$ cat config.mk
export PLATFORM = sky130hd
export DESIGN_NAME = freq_gen_bcd
export DESIGN_NICKNAME = d
export VERILOG_FILES = /design/src/rtl/freq_gen_pkg.sv /design/src/rtl/freq_gen_bcd_tw_divider.sv /design/src/rtl/freq_gen_bcd.sv
export SDC_FILE = /design/constraint.sdc
export NUM_CORES = 1
export LEC_CHECK = 0
export ABC_AREA = 1
export ABC_CLOCK_PERIOD_IN_PS = 3200
export BUFFER_PORTS_ARGS = -buffer_cell sky130_fd_sc_hd__buf_2
export CAP_MARGIN = 20
export CELL_PAD_IN_SITES_DETAIL_PLACEMENT = 1
export CELL_PAD_IN_SITES_GLOBAL_PLACEMENT = 2
export CORE_AREA = 2 2 191 193
export DETAILED_ROUTE_END_ITERATION = 10
export DIE_AREA = 0 0 193 195
export MAX_ROUTING_LAYER = met4
export PLACE_DENSITY = 0.85
export SYNTH_ARGS = -nofsm -noshare
export SYNTH_HDL_FRONTEND = slang
export SYNTH_SLANG_ARGS = --single-unit
$ cat constraint.sdc
create_clock -name clk -period 3.2 [get_ports clk]
set_input_delay 0.16 -clock clk [delete_from_list [all_inputs] [get_ports clk]]
set_output_delay 0.16 -clock clk [all_outputs]
set_load 0.02 [all_outputs]
$ cat src/rtl/freq_gen_pkg.sv
// Shared types and constants for the BCD-programmable NCO frequency generator.
package freq_gen_pkg;

  typedef enum logic [2:0] {
    IDLE,
    CONV,
    CHECK,
    DIV,
    APPLY
  } state_t;

  localparam int BCD_DIGITS    = 8;
  localparam int BIN_W         = 27;
  localparam int BCD_MAX_DIGIT = 9;

  // One MSD-first BCD accumulation step: acc*10 + digit, using shifts instead of a multiplier.
  function automatic logic [BIN_W-1:0] bcd_step(input logic [BIN_W-1:0] acc,
                                                input logic [3:0]       digit);
    return (acc << 3) + (acc << 1) + BIN_W'(digit);
  endfunction

endpackage

$ cat src/rtl/freq_gen_bcd_tw_divider.sv
// Serial restoring divider for the tuning word: q = floor(dividend * 2^Q_W / DIVISOR).
// One quotient bit per clock; done is high during the final iteration cycle.
module tw_divider #(
  parameter int DIVISOR = 50_000_000,
  parameter int REM_W   = 27,
  parameter int Q_W     = 32
) (
  input  logic             clk,
  input  logic             rst,
  input  logic             start,
  input  logic [REM_W-1:0] dividend,
  output logic             done,
  output logic [Q_W-1:0]   q
);

  localparam int                CNT_W = $clog2(Q_W);
  localparam logic [REM_W-1:0]  DIV_C = REM_W'(DIVISOR);
  localparam logic [CNT_W-1:0]  LAST  = CNT_W'(Q_W - 1);

  logic [REM_W-1:0] rem;
  logic [REM_W-1:0] rem_sh;
  logic [CNT_W-1:0] cnt;
  logic             running;

  // rem stays below DIVISOR, so the doubled value always fits in REM_W bits.
  assign rem_sh = {rem[REM_W-2:0], 1'b0};
  assign done   = running && (cnt == LAST);

  // NOTE: sequential state uses non-blocking assignments only, so every register
  // samples pre-edge values and the block order never matters.
  always_ff @(posedge clk or negedge rst) begin
    if (!rst) begin
      rem     <= '0;
      q       <= '0;
      cnt     <= '0;
      running <= 1'b0;
    end else if (start) begin
      rem     <= dividend;
      q       <= '0;
      cnt     <= '0;
      running <= 1'b1;
    end else if (running) begin
      if (rem_sh >= DIV_C) begin
        rem <= rem_sh - DIV_C;
        q   <= {q[Q_W-2:0], 1'b1};
      end else begin
        rem <= rem_sh;
        q   <= {q[Q_W-2:0], 1'b0};
      end
      cnt <= cnt + 1'b1;
      if (cnt == LAST) running <= 1'b0;
    end
  end

endmodule

$ cat src/rtl/freq_gen_bcd.sv
// BCD-programmable square-wave generator built on a phase accumulator.
// Define FREQ_GEN_PHASE_RESET_EN to restart the phase at 0 on every applied frequency.
module freq_gen_bcd
  import freq_gen_pkg::*;
#(
  parameter int CLK_HZ = 50_000_000,
  parameter int ACC_W  = 32
) (
  input  logic             clk,
  input  logic             rst,
  input  logic             load,
  input  logic [3:0]       d0,
  input  logic [3:0]       d1,
  input  logic [3:0]       d2,
  input  logic [3:0]       d3,
  input  logic [3:0]       d4,
  input  logic [3:0]       d5,
  input  logic [3:0]       d6,
  input  logic [3:0]       d7,
  output logic             fout,
  output logic [ACC_W-1:0] tword,
  output logic             busy,
  output logic             done,
  output logic             err
);

  localparam int          REM_W   = $clog2(CLK_HZ) + 1;
  localparam logic [31:0] NYQUIST = 32'(CLK_HZ / 2);

  state_t                       state;
  logic [BCD_DIGITS-1:0][3:0]   digits;
  logic [2:0]                   conv_idx;
  logic [3:0]                   cur_digit;
  logic [BIN_W-1:0]             bin;
  logic                         invalid;
  logic                         check_fail;
  logic                         div_start;
  logic                         div_done;
  logic [ACC_W-1:0]             div_q;
  logic [ACC_W-1:0]             acc;

  assign cur_digit  = digits[conv_idx];
  assign check_fail = invalid || (32'(bin) >= NYQUIST);
  assign div_start  = (state == CHECK) && !check_fail;
  assign fout       = acc[ACC_W-1];

  // NOTE: the digit capture register carries no reset; it is always written on
  // acceptance before CONV reads it, so reset would only add fan-out.
  always_ff @(posedge clk) begin
    if (state == IDLE && load) digits <= {d7, d6, d5, d4, d3, d2, d1, d0};
  end

  always_ff @(posedge clk or negedge rst) begin
    if (!rst) begin
      state    <= IDLE;
      conv_idx <= '0;
      bin      <= '0;
      invalid  <= 1'b0;
      tword    <= '0;
      busy     <= 1'b0;
      done     <= 1'b0;
      err      <= 1'b0;
    end else begin
      done <= 1'b0;
      case (state)
        IDLE: begin
          if (load) begin
            err      <= 1'b0;
            busy     <= 1'b1;
            bin      <= '0;
            invalid  <= 1'b0;
            conv_idx <= 3'(BCD_DIGITS - 1);
            state    <= CONV;
          end
        end
        CONV: begin
          bin <= bcd_step(bin, cur_digit);
          if (cur_digit > 4'(BCD_MAX_DIGIT)) invalid <= 1'b1;
          conv_idx <= conv_idx - 3'd1;
          if (conv_idx == 3'd0) state <= CHECK;
        end
        CHECK: begin
          if (check_fail) begin
            err   <= 1'b1;
            done  <= 1'b1;
            busy  <= 1'b0;
            state <= IDLE;
          end else begin
            state <= DIV;
          end
        end
        DIV: begin
          if (div_done) state <= APPLY;
        end
        APPLY: begin
          tword <= div_q;
          done  <= 1'b1;
          busy  <= 1'b0;
          state <= IDLE;
        end
        default: state <= IDLE;
      endcase
    end
  end

  // The add in the APPLY cycle still uses the old word; the new one takes effect next edge.
  always_ff @(posedge clk or negedge rst) begin
    if (!rst) begin
      acc <= '0;
    end else begin
`ifdef FREQ_GEN_PHASE_RESET_EN
      if (state == APPLY) acc <= '0;
      else                acc <= acc + tword;
`else
      acc <= acc + tword;
`endif
    end
  end

  tw_divider #(
    .DIVISOR (CLK_HZ),
    .REM_W   (REM_W),
    .Q_W     (ACC_W)
  ) u_div (
    .clk      (clk),
    .rst      (rst),
    .start    (div_start),
    .dividend (REM_W'(bin)),
    .done     (div_done),
    .q        (div_q)
  );

endmodule

Word level (Yosys, flattened, before mapping)
Index checks and enable logic that the tools add are counted.
{"block": "totals", "regBits": 197, "in_bits": 35, "output_inout_bits": 36, "word_cells": 89}
{"block": "op_classes", "add_sub_neg": 6, "magnitude_cmp": 4, "eq_ne": 10, "n_mux": 32, "n_reduce_logical": 16}
{"cell": "$mux 26", "n": 3}
{"cell": "$mux 32", "n": 2}
{"cell": "$pmux 27 s2", "n": 1}
{"cell": "$add 32x32->32", "n": 1}
{"cell": "$add 27x27->27", "n": 1}
{"cell": "$add 27x4->27", "n": 1}
{"cell": "$ge 27x25->1 const B", "n": 1}
{"cell": "$ge 27x26->1 const B", "n": 1}
{"cell": "$mux 27", "n": 1}
{"cell": "$sub 26x26->26 const B", "n": 1}
{"cell": "$bmux 4 s3", "n": 1}
{"cell": "$mux 3", "n": 4}
{"cell": "$pmux 3 s4", "n": 1}
{"cell": "$reduce_and 3->1", "n": 4}
{"cell": "$mux 1", "n": 10}
{"cell": "$mux 5", "n": 2}
{"cell": "$ne 2x2->1 const B", "n": 5}
{"cell": "$eq 3x2->1 const B", "n": 2}
{"cell": "$logic_not 3->1", "n": 2}
{"cell": "$pmux 1 s2", "n": 3}
{"cell": "$pmux 3 s2", "n": 1}
{"cell": "$reduce_bool 2->1", "n": 3}
{"cell": "$add 5x1->5 const B", "n": 1}
{"cell": "$eq 5x5->1 const B", "n": 1}
{"cell": "other kinds (13)", "n": 15}

Depth between registers and ports, before layout
Gate-level depths: netlist of the first run.
{"block": "depth", "ltp_word": 5, "mapped_depth": 21, "depth_no_buf": 19}

Hierarchy
A second synthesis of the first run with hierarchy kept.
{"block": "unflattened", "hier_cells": 1642, "area_unflattened_um2": 12568.3}
{"module": "freq_gen_bcd", "n_inst": 1, "cells_per_inst": 1214, "area_per_inst_um2": 9163.8, "seq_area_each_um2": 3488.3}
{"module": "tw_divider", "n_inst": 1, "cells_per_inst": 428, "area_per_inst_um2": 3404.5, "seq_area_each_um2": 1601.5}

Worst setup path before layout of the first run
No wires, ideal clock.
{"block": "synth_path", "path_kind": "register to register", "startpoint": "register state[1]", "endpoint": "register bin[12]", "setup_time_ns": 0.137, "t_arrival_ns": 2.715, "t_required_ns": 3.063, "path_slack_ns": 0.349, "path_stages_with_launch": 8, "path_buffers": 1, "period_less_slack_ns": 2.851, "cell_sequence": "dfrtp_1 -> nor2_1 -> nand2_1 -> nor2_1 -> nor2_1 -> buf_2 -> nand2_1 -> o21ai_0"}
{"block": "synth_between", "elab_chain_cells": 3, "word_cells_on_any_way": 6, "cone_classes": "eq/ne (2); mux (1); reduce/logical (3)"}
{"item": "start, declared", "line": "freq_gen_bcd.sv:30", "rtl": "state_t state;"}
{"item": "start signal, assigned", "line": "freq_gen_bcd.sv:55", "rtl": "state <= IDLE;"}
{"item": "start signal, assigned", "line": "freq_gen_bcd.sv:73", "rtl": "state <= CONV;"}
{"item": "start signal, assigned", "line": "freq_gen_bcd.sv:80", "rtl": "if (conv_idx == 3'd0) state <= CHECK;"}
{"item": "$eq 3x1->1 / $logic_not 3->1 (equally long branches)", "line": "freq_gen_bcd.sv:65", "rtl": "case (state)"}
{"item": "$reduce_bool 2->1 (no line) / $ne 2x2->1 (equally long branches)"}
{"item": "$reduce_and 2->1 (no line)"}
{"item": "end signal, assigned", "line": "freq_gen_bcd.sv:77", "rtl": "bin <= bcd_step(bin, cur_digit);"}
{"item": "end, declared", "line": "freq_gen_bcd.sv:34", "rtl": "logic [BIN_W-1:0] bin;"}
Several ways; a longest one is shown, not always the timed one.
A chain may end at the register's enable or synchronous reset.

Final worst setup path of the first run
{"block": "layout_path", "startpoint": "register conv_idx[0]", "endpoint": "register bin[14]"}
{"block": "layout_between", "elab_chain_cells": 4}
{"item": "start, declared", "line": "freq_gen_bcd.sv:32", "rtl": "logic [2:0] conv_idx;"}
{"item": "start signal, assigned", "line": "freq_gen_bcd.sv:72", "rtl": "conv_idx <= 3'(BCD_DIGITS - 1);"}
{"item": "start signal, assigned", "line": "freq_gen_bcd.sv:79", "rtl": "conv_idx <= conv_idx - 3'd1;"}
{"item": "$bmux 4 s3", "line": "freq_gen_bcd.sv:42", "rtl": "assign cur_digit = digits[conv_idx];"}
{"item": "$mux 4 (implied by the code)", "line": "freq_gen_bcd.sv:42"}
{"item": "$add 27x4->27", "line": "freq_gen_pkg.sv:19", "rtl": "return (acc << 3) + (acc << 1) + BIN_W'(digit);"}
{"item": "$pmux 27 s2", "line": "freq_gen_bcd.sv:65"}
No other way between the ends. The select of a mux whose other input is x is not followed.

==> run summary, run 1 <==
yosys warns -> 0
clock latency on the worst-skew pair -> 0.46 ns
Crit. End Element -> flop
worst-path fanout max -> 5
Synth Instances -> 1725
final WL -> 38700 microns
Slew Limit Headroom -> 0.482
Hold EP -> err$_DFFE_PN0P_
setup violators final -> 0
HP Start -> load
r2r worst-path depth -> 18
final period utilization -> 0.950
H-tree levels -> 4
clock skew -> 0.0154 ns
Max rail drop VDD -> 0.313 mV
top cells by area, synth -> dfrtp_1 33%, nand2_1 16%, ha_1 8.4%
Synth Cell Area -> 12700 sq um
first-pass GRT wire length -> 64200 microns
initial cell density of the core -> 0.357
post-route ant nets -> 0
Arrival @ worst endpoint -> 3.38 ns
Max Cap Viol -> 0
# port buffers -> 70
crit-path max cell delay -> 0.45 ns
final hold violation count -> 0
cell with the most instances on the worst path -> nand2_1
GRT Util Overall -> 0.221
top cell types by occurrence after synthesis -> 549 x nand2_1, 216 x inv_1, 165 x dfrtp_1
Req. time, crit path -> 3.55 ns
number of global-route vias before repair -> 12300
Iter 0 DRT Violations -> 527
ys async rst share -> 0.838
Tmin final -> 3.04 ns
Startpoint Class -> flop
sequential cell area -> 5090 sq um
Slew @ Worst Pin -> 0.777 ns
antenna violations before repair -> 0
CTS tree -> done
most frequent cell after synthesis -> nand2_1
Inst Count DP -> 2229
area taken by multi-input logic gates -> 6520 sq um
# fillers -> 4488
vias per inst -> 5.05
routability congestion estimate -> 0.897
Reg-to-Reg Start -> conv_idx[0]$_DFFE_PN0P_
main flop type after synthesis -> dfrtp_1
Die W -> 193 microns
Post-synth EDFFs -> 32
Worst-path clk slew -> 0.08 ns
synth unique cells -> 47
largest net degree at the start of global routing -> 74
Pwr Density -> 346 nW/um^2
Seq/Total Area, Yosys -> 0.402
total CTS buffers -> 17
Max stage delay cell, worst path -> fa_1
Die Height -> 195 microns
fin cells -> 2300
final net count -> 1949
Ant. Diodes -> 0
clock sink count -> 197
syn_area_per_cell -> 7.34 sq um
RR Endpoint -> bin[14]$_DFFE_PN0P_
r2r setup slk -> 0.16 ns
post-synth top area share -> 0.326
syn_nets -> 1848
Max Slew Vio Count -> 0
status -> complete, no violations
clk buf depth -> 2
setup TNS -> 0 ns
Rows -> 69
CTS root buffer -> clkbuf_16
total power -> 5.03 mW
Util after Layout -> 0.412
WHS Path Cells -> 5
drt first pass iters -> 5
placed cell area -> 13500 sq um
Seq cells post-synth -> 197
core area -> 35400 sq um
type of the worst setup path -> reg2reg
Routed wire per std cell -> 16.8 microns
Pleak -> 7.77 nW
Worst Hold Class -> in2reg
DRC Markers -> 0
Max Clock Freq -> 0.329 GHz
Post-DP HPWL -> 28700 microns
leading area contributor after synthesis -> dfrtp_1
Die Area -> 37600 sq um
proportion of layout cells with a drive suffix above 1 -> 0.0973
grt ovf -> 0
final instance area -> 14600 sq um
CP cell instances -> buf_4, buf_4, nor2_1, o22ai_1, o21ai_1, buf_4, fa_1, fa_1, inv_1, nand3_1, nand3_2, nand2_1, nand2_2, nand2_1, nand2_1, a21oi_1, o21ai_0, nand2_1
Area Overhead vs Synth -> 15.1%
routed via count -> 11600
IO Pins -> 71
[report_power, final]
part | internal [mW] | total (mW) | switching [mW]
clock network | 1.27 | 2.38 | 1.11
registers | 2.54 | 2.54 | 0.000565
logic | 0.0462 | 0.107 | 0.0612
total | 3.86 | 5.03 | 1.17
[sequential cells by signal (all words and copies together), names as in the netlist, 3 cells and up]
signal,count
acc,32
digits,32
tword,32
u_div.q,32
bin,27
u_div.rem,26
u_div.cnt,5
conv_idx,3
state,3
[repair_timing]
item / in CTS / in global routing
buffers inserted: 1 / 4
hold endpoints to repair: 103 / 0
resized for setup: 1 / 12
endpoints found under the setup margin: 5 / 12
hold buffers: 33 / 0
[cell families after synthesis]
kind of cell | share of synthesized area
AO/OA/AOI/OAI | 0.0998
XOR/XNOR | 0.0228
adder cells (fa/ha/maj) | 0.0888
buffers and inverters | 0.0854
flip-flops | 0.402
AND/OR/NAND/NOR | 0.301
[area by class of cell]
cell class,count,area share
tap,461,0.0396
inverter,226,0.0582
clock inverter,15,0.0147
sequential,197,0.349
timing repair buffer,127,0.0612
clock buffer,17,0.0292
multi-input combinational,1257,0.448
[critical path: cells and delay by family (launching register included)]
| family | cells | cell delay [ns] |
|---|---|---|
| adder cells (fa/ha/maj) | 2 | 0.89 |
| AND/OR/NAND/NOR | 8 | 0.69 |
| buffers and inverters | 4 | 0.50 |
| flip-flops | 1 | 0.42 |
| AO/OA/AOI/OAI | 4 | 0.42 |
[through the flow]
stage               worst slack (ns)  hold WS (ns)
finish                         0.162         0.252
global route                 -0.0191         0.290
CTS                          0.00409         0.219
detailed placement           -0.0406         0.270
global placement               0.107         0.274
floorplan                      0.349        -0.136
[placed cells by master, fill, tap and decap left out, types with 3 or more instances in the layout]
cell and count:
xor2_1 25, nor2_1 135, dfrtp_1 164, inv_1 214, nand4_1 45, o21bai_1 5
nand3_2 9, o21ai_1 21, edfxtp_1 32, ha_1 84, xnor2_1 8, fa_1 3
buf_4 22, nand3_1 107, inv_2 11, clkbuf_16 17, and2_1 5, inv_8 4
bufinv_16 3, nand3b_1 3, nor2_2 4, a21oi_1 71, buf_2 69, nand2_2 16
o21ai_0 123, nand2_4 3, nand2_1 545, dlygate4sd3_1 33, nor3_1 13, o22ai_1 10
[layer usage]
layer  wire length (microns)  up-vias  track usage
met5                       0        -            -
met4                     648        0       0.0511
met3                     777       39       0.0275
met2                   19200      127        0.378
met1                   18100     5654        0.279
li1                        -     5788            -
[how the worst max path moves through the flow]
stage,from,to,cells after the start
floorplan,state[1]$_DFFE_PN0P_,bin[12]$_DFFE_PN0P_,7
global placement,conv_idx[0]$_DFFE_PN0P_,bin[14]$_DFFE_PN0P_,17
detailed placement,conv_idx[0]$_DFFE_PN0P_,bin[14]$_DFFE_PN0P_,17
CTS,conv_idx[0]$_DFFE_PN0P_,bin[14]$_DFFE_PN0P_,20
global route,conv_idx[0]$_DFFE_PN0P_,bin[13]$_DFFE_PN0P_,21
finish,conv_idx[0]$_DFFE_PN0P_,bin[14]$_DFFE_PN0P_,18
Power figures use the tool's default switching activity.
==> run 2: changes to the inputs <==
--- a/config.mk
+++ b/config.mk
@@ -14,8 +14,8 @@
 export CORE_AREA = 2 2 191 193
 export DETAILED_ROUTE_END_ITERATION = 10
 export DIE_AREA = 0 0 193 195
-export MAX_ROUTING_LAYER = met4
 export PLACE_DENSITY = 0.85
+export SETUP_SLACK_MARGIN = 0.15
 export SYNTH_ARGS = -nofsm -noshare
 export SYNTH_HDL_FRONTEND = slang
 export SYNTH_SLANG_ARGS = --single-unit
==> run 2 against run 1 <==
Non-clock buffer count grew 3. Combinational power hardly changed. Cell count up 0.13%. Worst setup slack improved by 0.12 ns. Critical endpoint unchanged.
==> run summary, run 2 (same netlist as run 1, synthesis figures left out) <==
routability congestion estimate -> 0.881 (-1.7%)
Pwr Density -> 343 nW/um^2 (-0.78%)
Die W -> 193 microns (unchanged)
drt first pass iters -> 5 (unchanged)
final net count -> 1952 (+0.15%)
Max Cap Viol -> 0 (unchanged)
most frequent cells in the layout -> 539 x nand2_1, 213 x inv_1, 163 x dfrtp_1, 134 x nor2_1, 120 x o21ai_0
IO Pins -> 71 (unchanged)
Arrival @ worst endpoint -> 3.27 ns (-0.11 ns)
proportion of layout cells with a drive suffix above 1 -> 0.108 (+0.0107)
antenna violations before repair -> 0 (unchanged)
area taken by multi-input logic gates -> 6600 sq um (+1.2%)
Ant. Diodes -> 0 (unchanged)
clock sink count -> 197 (unchanged)
Area Overhead vs Synth -> 16.0%
final hold violation count -> 0 (unchanged)
setup violators final -> 0 (unchanged)
most common cell after layout, fill and taps aside -> nand2_1
Max Clock Freq -> 0.342 GHz (+4.0%)
crit-path max cell delay -> 0.46 ns (about the same)
CTS tree -> done
Req. time, crit path -> 3.55 ns (about the same)
first-pass GRT wire length -> 64200 microns (about the same)
cell with the most instances on the worst path -> nand2_1
sequential cell area -> 5090 sq um (about the same)
CTS root buffer -> clkbuf_16
RSZ-0062 raised after global routing -> yes
Iter 0 DRT Violations -> 488 (-7.4%)
largest net degree at the start of global routing -> 74 (unchanged)
grt ovf -> 0 (unchanged)
# fillers -> 4477 (-0.25%)
Routed wire per std cell -> 16.9 microns (+0.63%)
clock latency on the worst-skew pair -> 0.45 ns (about the same)
routed via count -> 11600 (+0.22%)
Startpoint Class -> flop
H-tree levels -> 4 (unchanged)
Util after Layout -> 0.415 (+0.00307)
type of the worst setup path -> reg2reg
final period utilization -> 0.913 (-0.0369)
initial cell density of the core -> 0.357 (unchanged)
# port buffers -> 70 (unchanged)
Tmin final -> 2.92 ns (-0.118 ns)
Slew Limit Headroom -> 0.483 (+0.00135)
CP cell instances -> buf_4, nor2_1, o22ai_1, o21ai_1, buf_4, fa_2, fa_2, inv_1, nand3_1, nand3_2, nand2_1, nand2_2, nand2_1, nand2_2, a21oi_1, o21ai_1, nand2_1
vias per inst -> 5.05 (about the same)
Buf+Inv Stages, Crit Path -> 3 (-1)
Slew @ Worst Pin -> 0.775 ns (-0.00203 ns)
Die Area -> 37600 sq um (unchanged)
total CTS buffers -> 17 (unchanged)
status -> complete, no violations
Pleak -> 7.79 nW (+0.26%)
GRT Util Overall -> 0.215 (-0.00648)
Crit. End Element -> flop
number of global-route vias before repair -> 12300 (+0.0081%)
final WL -> 39000 microns (+0.76%)
Max rail drop VDD -> 0.311 mV (-0.63%)
Max Slew Vio Count -> 0 (unchanged)
Worst Hold Class -> in2reg
Max stage delay cell, worst path -> dfrtp_2
Post-DP HPWL -> 28700 microns (unchanged)
core area -> 35400 sq um (unchanged)
Rows -> 69 (unchanged)
CP delay by family, top -> adder cells
clk buf depth -> 2 (unchanged)
DRC Markers -> 0 (unchanged)
setup TNS -> 0 ns (unchanged)
Die Height -> 195 microns (unchanged)
post-route ant nets -> 0 (unchanged)
worst-path fanout max -> 6 (+1)
Worst-path clk slew -> 0.08 ns (about the same)
clock skew -> 0.0153 ns (-0.0000794 ns)
run 2: through the flow:
| step | worst slack, ns | hold WS, ns | instance area, sq um | power [mW] | cells |
|---|---|---|---|---|---|
| after floorplan | 0.349 | -0.136 | 12700 | 2.60 | 1725 |
| after global placement | 0.107 | 0.274 | 13500 | 2.67 | 2229 |
| after detailed placement | -0.0406 | 0.270 | 13500 | 2.68 | 2229 |
| after CTS | 0.153 | 0.219 | 14500 | 5.10 | 2295 |
| after global routing | 0.115 | 0.290 | 14700 | 5.20 | 2303 |
| final | 0.280 | 0.247 | 14700 | 5.03 | 2303 |
run 2: power breakdown:
| group | total (mW) | internal, mW | switching [mW] | leakage [nW] |
|---|---|---|---|---|
| combinational | 0.107 | 0.0462 | 0.0612 | 5.06 |
| clock | 2.38 | 1.27 | 1.11 | 0.309 |
| sequential | 2.54 | 2.54 | 0.000565 | 2.42 |
| total | 5.03 | 3.86 | 1.17 | 7.79 |
run 2: cell type report:
class	count	share of cell area
multi-input combinational	1257	0.449
inverter	226	0.0580
tap	461	0.0393
clock buffer	17	0.0290
timing repair buffer	130	0.0628
sequential	197	0.347
clock inverter	15	0.0146
run 2: what timing repair did:
item                       CTS  global route
pin swaps                    0            11
hold endpoints to repair   103             0
hold buffers                33             0
setup endpoints to repair   11            20
setup buffers                1             7
gates resized for setup      5            32
run 2: worst paths after layout:
kind                                         start                   endpoint  slack (ns)  cells after the start
setup / recovery           conv_idx[0]$_DFFE_PN0P_        bin[14]$_DFFE_PN0P_        0.28                     17
hold / removal                                load            err$_DFFE_PN0P_        0.25                      5
setup reg to reg           conv_idx[0]$_DFFE_PN0P_        bin[14]$_DFFE_PN0P_        0.28                     17
hold reg to reg                   acc[0]$_DFF_PN0_           acc[0]$_DFF_PN0_        0.48                      1
max in group asynchronous                      rst     u_div.q[1]$_DFFE_PN0P_        1.90                      3
min in group asynchronous                      rst  u_div.rem[16]$_DFFE_PN0P_        0.32                      2
run 2: tightest hold or removal path, cell delays in order:
cell	delay (ns)
buf_2	0.07
inv_1	0.06
nand3_1	0.14
nand3_1	0.09
a21oi_1	0.12
run 2: per-layer routing:
layer,vias up,part of all wire,wire [microns],global-route usage
met4,0,0.016,635,0.0485
met3,37,0.022,854,0.0298
li1,5795,-,-,-
met1,5669,0.47,18100,0.278
met5,-,0,0,0
met2,133,0.50,19300,0.378
==> run 3: changes to the inputs <==
--- a/config.mk
+++ b/config.mk
@@ -6,15 +6,15 @@
 export NUM_CORES = 1
 export LEC_CHECK = 0
 export ABC_AREA = 1
-export ABC_CLOCK_PERIOD_IN_PS = 3200
+export ABC_CLOCK_PERIOD_IN_PS = 2500
 export BUFFER_PORTS_ARGS = -buffer_cell sky130_fd_sc_hd__buf_2
 export CAP_MARGIN = 20
 export CELL_PAD_IN_SITES_DETAIL_PLACEMENT = 1
 export CELL_PAD_IN_SITES_GLOBAL_PLACEMENT = 2
-export CORE_AREA = 2 2 191 193
+export CORE_AREA = 2 2 199 201
 export DETAILED_ROUTE_END_ITERATION = 10
-export DIE_AREA = 0 0 193 195
-export PLACE_DENSITY = 0.85
+export DIE_AREA = 0 0 201 203
+export PLACE_DENSITY = 0.82
 export SETUP_SLACK_MARGIN = 0.15
 export SYNTH_ARGS = -nofsm -noshare
 export SYNTH_HDL_FRONTEND = slang
==> constraint.sdc (replaced) <==
create_clock -name clk -period 2.5 [get_ports clk]
set_input_delay 0.125 -clock clk [delete_from_list [all_inputs] [get_ports clk]]
set_output_delay 0.125 -clock clk [all_outputs]
set_load 0.02 [all_outputs]
==> run 3 against run 2 <==
The flow now finishes with violations (setup timing). Via count shrank 0.58%. Cell count grew 3.6%. First-iteration DRC count grew 2.5%. Clock-buffer cell count grew 4. Non-clock buffer count grew 25. Critical path depth shrank 2. Sequential power grew 28%. Global-route usage shrank 2.3 points. Wire length shrank 4.1%. Sequential cell count is the same.
==> run summary, run 3 (same netlist as run 1, synthesis figures left out) <==
status -> complete, but fails checks
failing checks -> setup timing
GRT Util Overall -> 0.192 (-0.0230)
clock skew -> 0.0189 ns (+0.00358 ns)
Max Slew Vio Count -> 0 (unchanged)
# port buffers -> 70 (unchanged)
Max Clock Freq -> 0.349 GHz (+1.9%)
proportion of layout cells with a drive suffix above 1 -> 0.142 (+0.0338)
Iter 0 DRT Violations -> 500 (+2.5%)
DRC Markers -> 0 (unchanged)
WHS Path Cells -> 5 (unchanged)
first-pass GRT wire length -> 63400 microns (-1.3%)
final period utilization -> 1.15 (+0.233)
Area Overhead vs Synth -> 19.3%
CP cell instances -> buf_6, o21ai_4, o22ai_2, o21ai_2, fa_2, fa_2, inv_2, nand3_2, nand3_4, buf_4, nand4_1, nand3_1, nand2_1, nand3_1, nand2_1
Cell Int Power -> 4.94 mW (+28%)
setup violators final -> 21 (+21)
clock latency on the worst-skew pair -> 0.46 ns (about the same)
routability congestion estimate -> 0.849 (-3.7%)
Reg-to-Reg Start -> conv_idx[0]$_DFFE_PN0P_
crit-path max cell delay -> 0.51 ns (+0.05 ns)
core area -> 38500 sq um (+8.7%)
Util after Layout -> 0.392 (-0.0222)
post-route ant nets -> 0 (unchanged)
vias per inst -> 4.85 (-4.0%)
IO Pins -> 71 (unchanged)
HP Start -> load
Pleak -> 7.94 nW (+2.0%)
RSZ-0062 raised after global routing -> yes
Die Height -> 203 microns (+4.1%)
Routed wire per std cell -> 15.7 microns (-7.4%)
Die W -> 201 microns (+4.1%)
final WL -> 37400 microns (-4.1%)
final net count -> 1978 (+1.3%)
# fillers -> 4818 (+7.6%)
most frequent cells in the layout -> 520 x nand2_1, 209 x inv_1, 162 x dfrtp_1, 130 x nor2_1, 116 x o21ai_0
H-tree levels -> 4 (unchanged)
total CTS buffers -> 17 (unchanged)
final instance area -> 15100 sq um (+2.9%)
Max rail drop VDD -> 0.411 mV (+32%)
Max Cap Viol -> 0 (unchanged)
Startpoint Class -> flop
Slew @ Worst Pin -> 0.647 ns (-0.128 ns)
area taken by multi-input logic gates -> 6740 sq um (+2.2%)
Pwr Density -> 422 nW/um^2 (+23%)
crit path from -> conv_idx[0]$_DFFE_PN0P_
clk buf depth -> 2 (unchanged)
CTS root buffer -> clkbuf_16
antenna violations before repair -> 0 (unchanged)
Die Area -> 40800 sq um (+8.4%)
Sw Ratio -> 0.225 (-0.00773)
CTS tree -> done
Slew Limit Headroom -> 0.568 (+0.0848)
routed via count -> 11600 (-0.58%)
Comb power frac -> 0.022 (about the same)
drt first pass iters -> 4 (-1)
net switching power figure -> 1.43 mW (+22%)
Post-DP HPWL -> 28800 microns (+0.45%)
worst setup margin -> -0.365 ns (-0.645 ns)
Tmin final -> 2.87 ns (-0.0551 ns)
Arrival @ worst endpoint -> 3.22 ns (-0.05 ns)
clock sink count -> 197 (unchanged)
Worst-path clk slew -> 0.08 ns (about the same)
largest net degree at the start of global routing -> 66 (-11%)
sequential cell area -> 5090 sq um (about the same)
Ant. Diodes -> 0 (unchanged)
grt ovf -> 0 (unchanged)
sequential share of power -> 0.511 (+0.005)
initial cell density of the core -> 0.329 (-0.0285)
Rows -> 72 (+4.3%)
number of global-route vias before repair -> 12600 (+2.2%)
worst-path fanout max -> 4 (-2)
Crit. End Element -> flop
Max stage delay cell, worst path -> fa_2
Worst Hold Class -> in2reg
placed cell area -> 13800 sq um (+1.8%)
Req. time, crit path -> 2.86 ns (-0.69 ns)
final hold violation count -> 0 (unchanged)
clock power share -> 0.467 (-0.006)
r2r worst-path depth -> 15 (-2)
type of the worst setup path -> reg2reg
most common cell after layout, fill and taps aside -> nand2_1
-- run 3: path summary, 6_finish.rpt --
kind / end / slack (ns)
max: bin[22]$_DFFE_PN0P_ / -0.37
min reg2reg: busy$_DFFE_PN0P_ / 0.47
min: conv_idx[0]$_DFFE_PN0P_ / 0.20
min in group asynchronous: tword[8]$_DFFE_PN0N_ / 0.23
max in group asynchronous: u_div.rem[19]$_DFFE_PN0P_ / 1.52
max reg2reg: bin[22]$_DFFE_PN0P_ / -0.37
-- run 3: metrics by stage --
stage | instances | power [mW] | setup WS [ns] | setup TNS [ns] | hold WS, ns
after floorplan | 1725 | 3.33 | -0.0310 | -0.0917 | -0.171
after global placement | 2303 | 3.42 | -0.333 | -4.33 | 0.158
after detailed placement | 2303 | 3.43 | -0.434 | -6.89 | 0.159
after CTS | 2381 | 6.46 | -0.263 | -4.08 | 0.193
after global routing | 2386 | 6.59 | -0.527 | -8.89 | 0.274
final | 2386 | 6.37 | -0.365 | -5.20 | 0.205
-- run 3: cell type report --
cell class / instances / area share
repair buffers: 155 / 0.0751
repair inverters: 1 / 0.000497
clock inverters: 11 / 0.00895
well taps: 518 / 0.0429
flip-flops and latches: 197 / 0.337
inverters: 226 / 0.0566
multi-input cells: 1257 / 0.447
clock buffers: 21 / 0.0320
-- run 3: worst max-delay path: cells and delay by family, from the launching register on --
| kind | cells | cell delay (ns) |
|---|---|---|
| buffers and inverters | 3 | 0.34 |
| AOI/OAI and AO/OA | 3 | 0.43 |
| adders and majority gates | 2 | 0.91 |
| and+or+nand+nor | 7 | 0.61 |
| DFF | 1 | 0.46 |
-- run 3: layer usage --
| metal | GRT usage | wire length [microns] |
|---|---|---|
| met2 | 0.349 | 18900 |
| met1 | 0.237 | 17200 |
| met4 | 0.0529 | 550 |
| met5 | 0 | 0 |
| met3 | 0.0266 | 760 |
-- run 3: power groups by stage --
stage,clock [mW],combinational [mW],sequential (mW)
global placement,0,0.101,3.32
finish,2.97,0.139,3.26
detailed placement,0,0.103,3.32
CTS,3.06,0.142,3.26
floorplan,0,0.00188,3.33
global route,3.17,0.158,3.26
-- run 3: what timing repair did --
| action | CTS | global route |
|---|---|---|
| setup buffers | 12 | 5 |
| setup endpoints to repair | 25 | 40 |
| gates cloned | 1 | 0 |
| hold buffers | 33 | 0 |
| gates resized for setup | 22 | 53 |
| pin swaps | 15 | 33 |
| hold endpoints to repair | 85 | 0 |
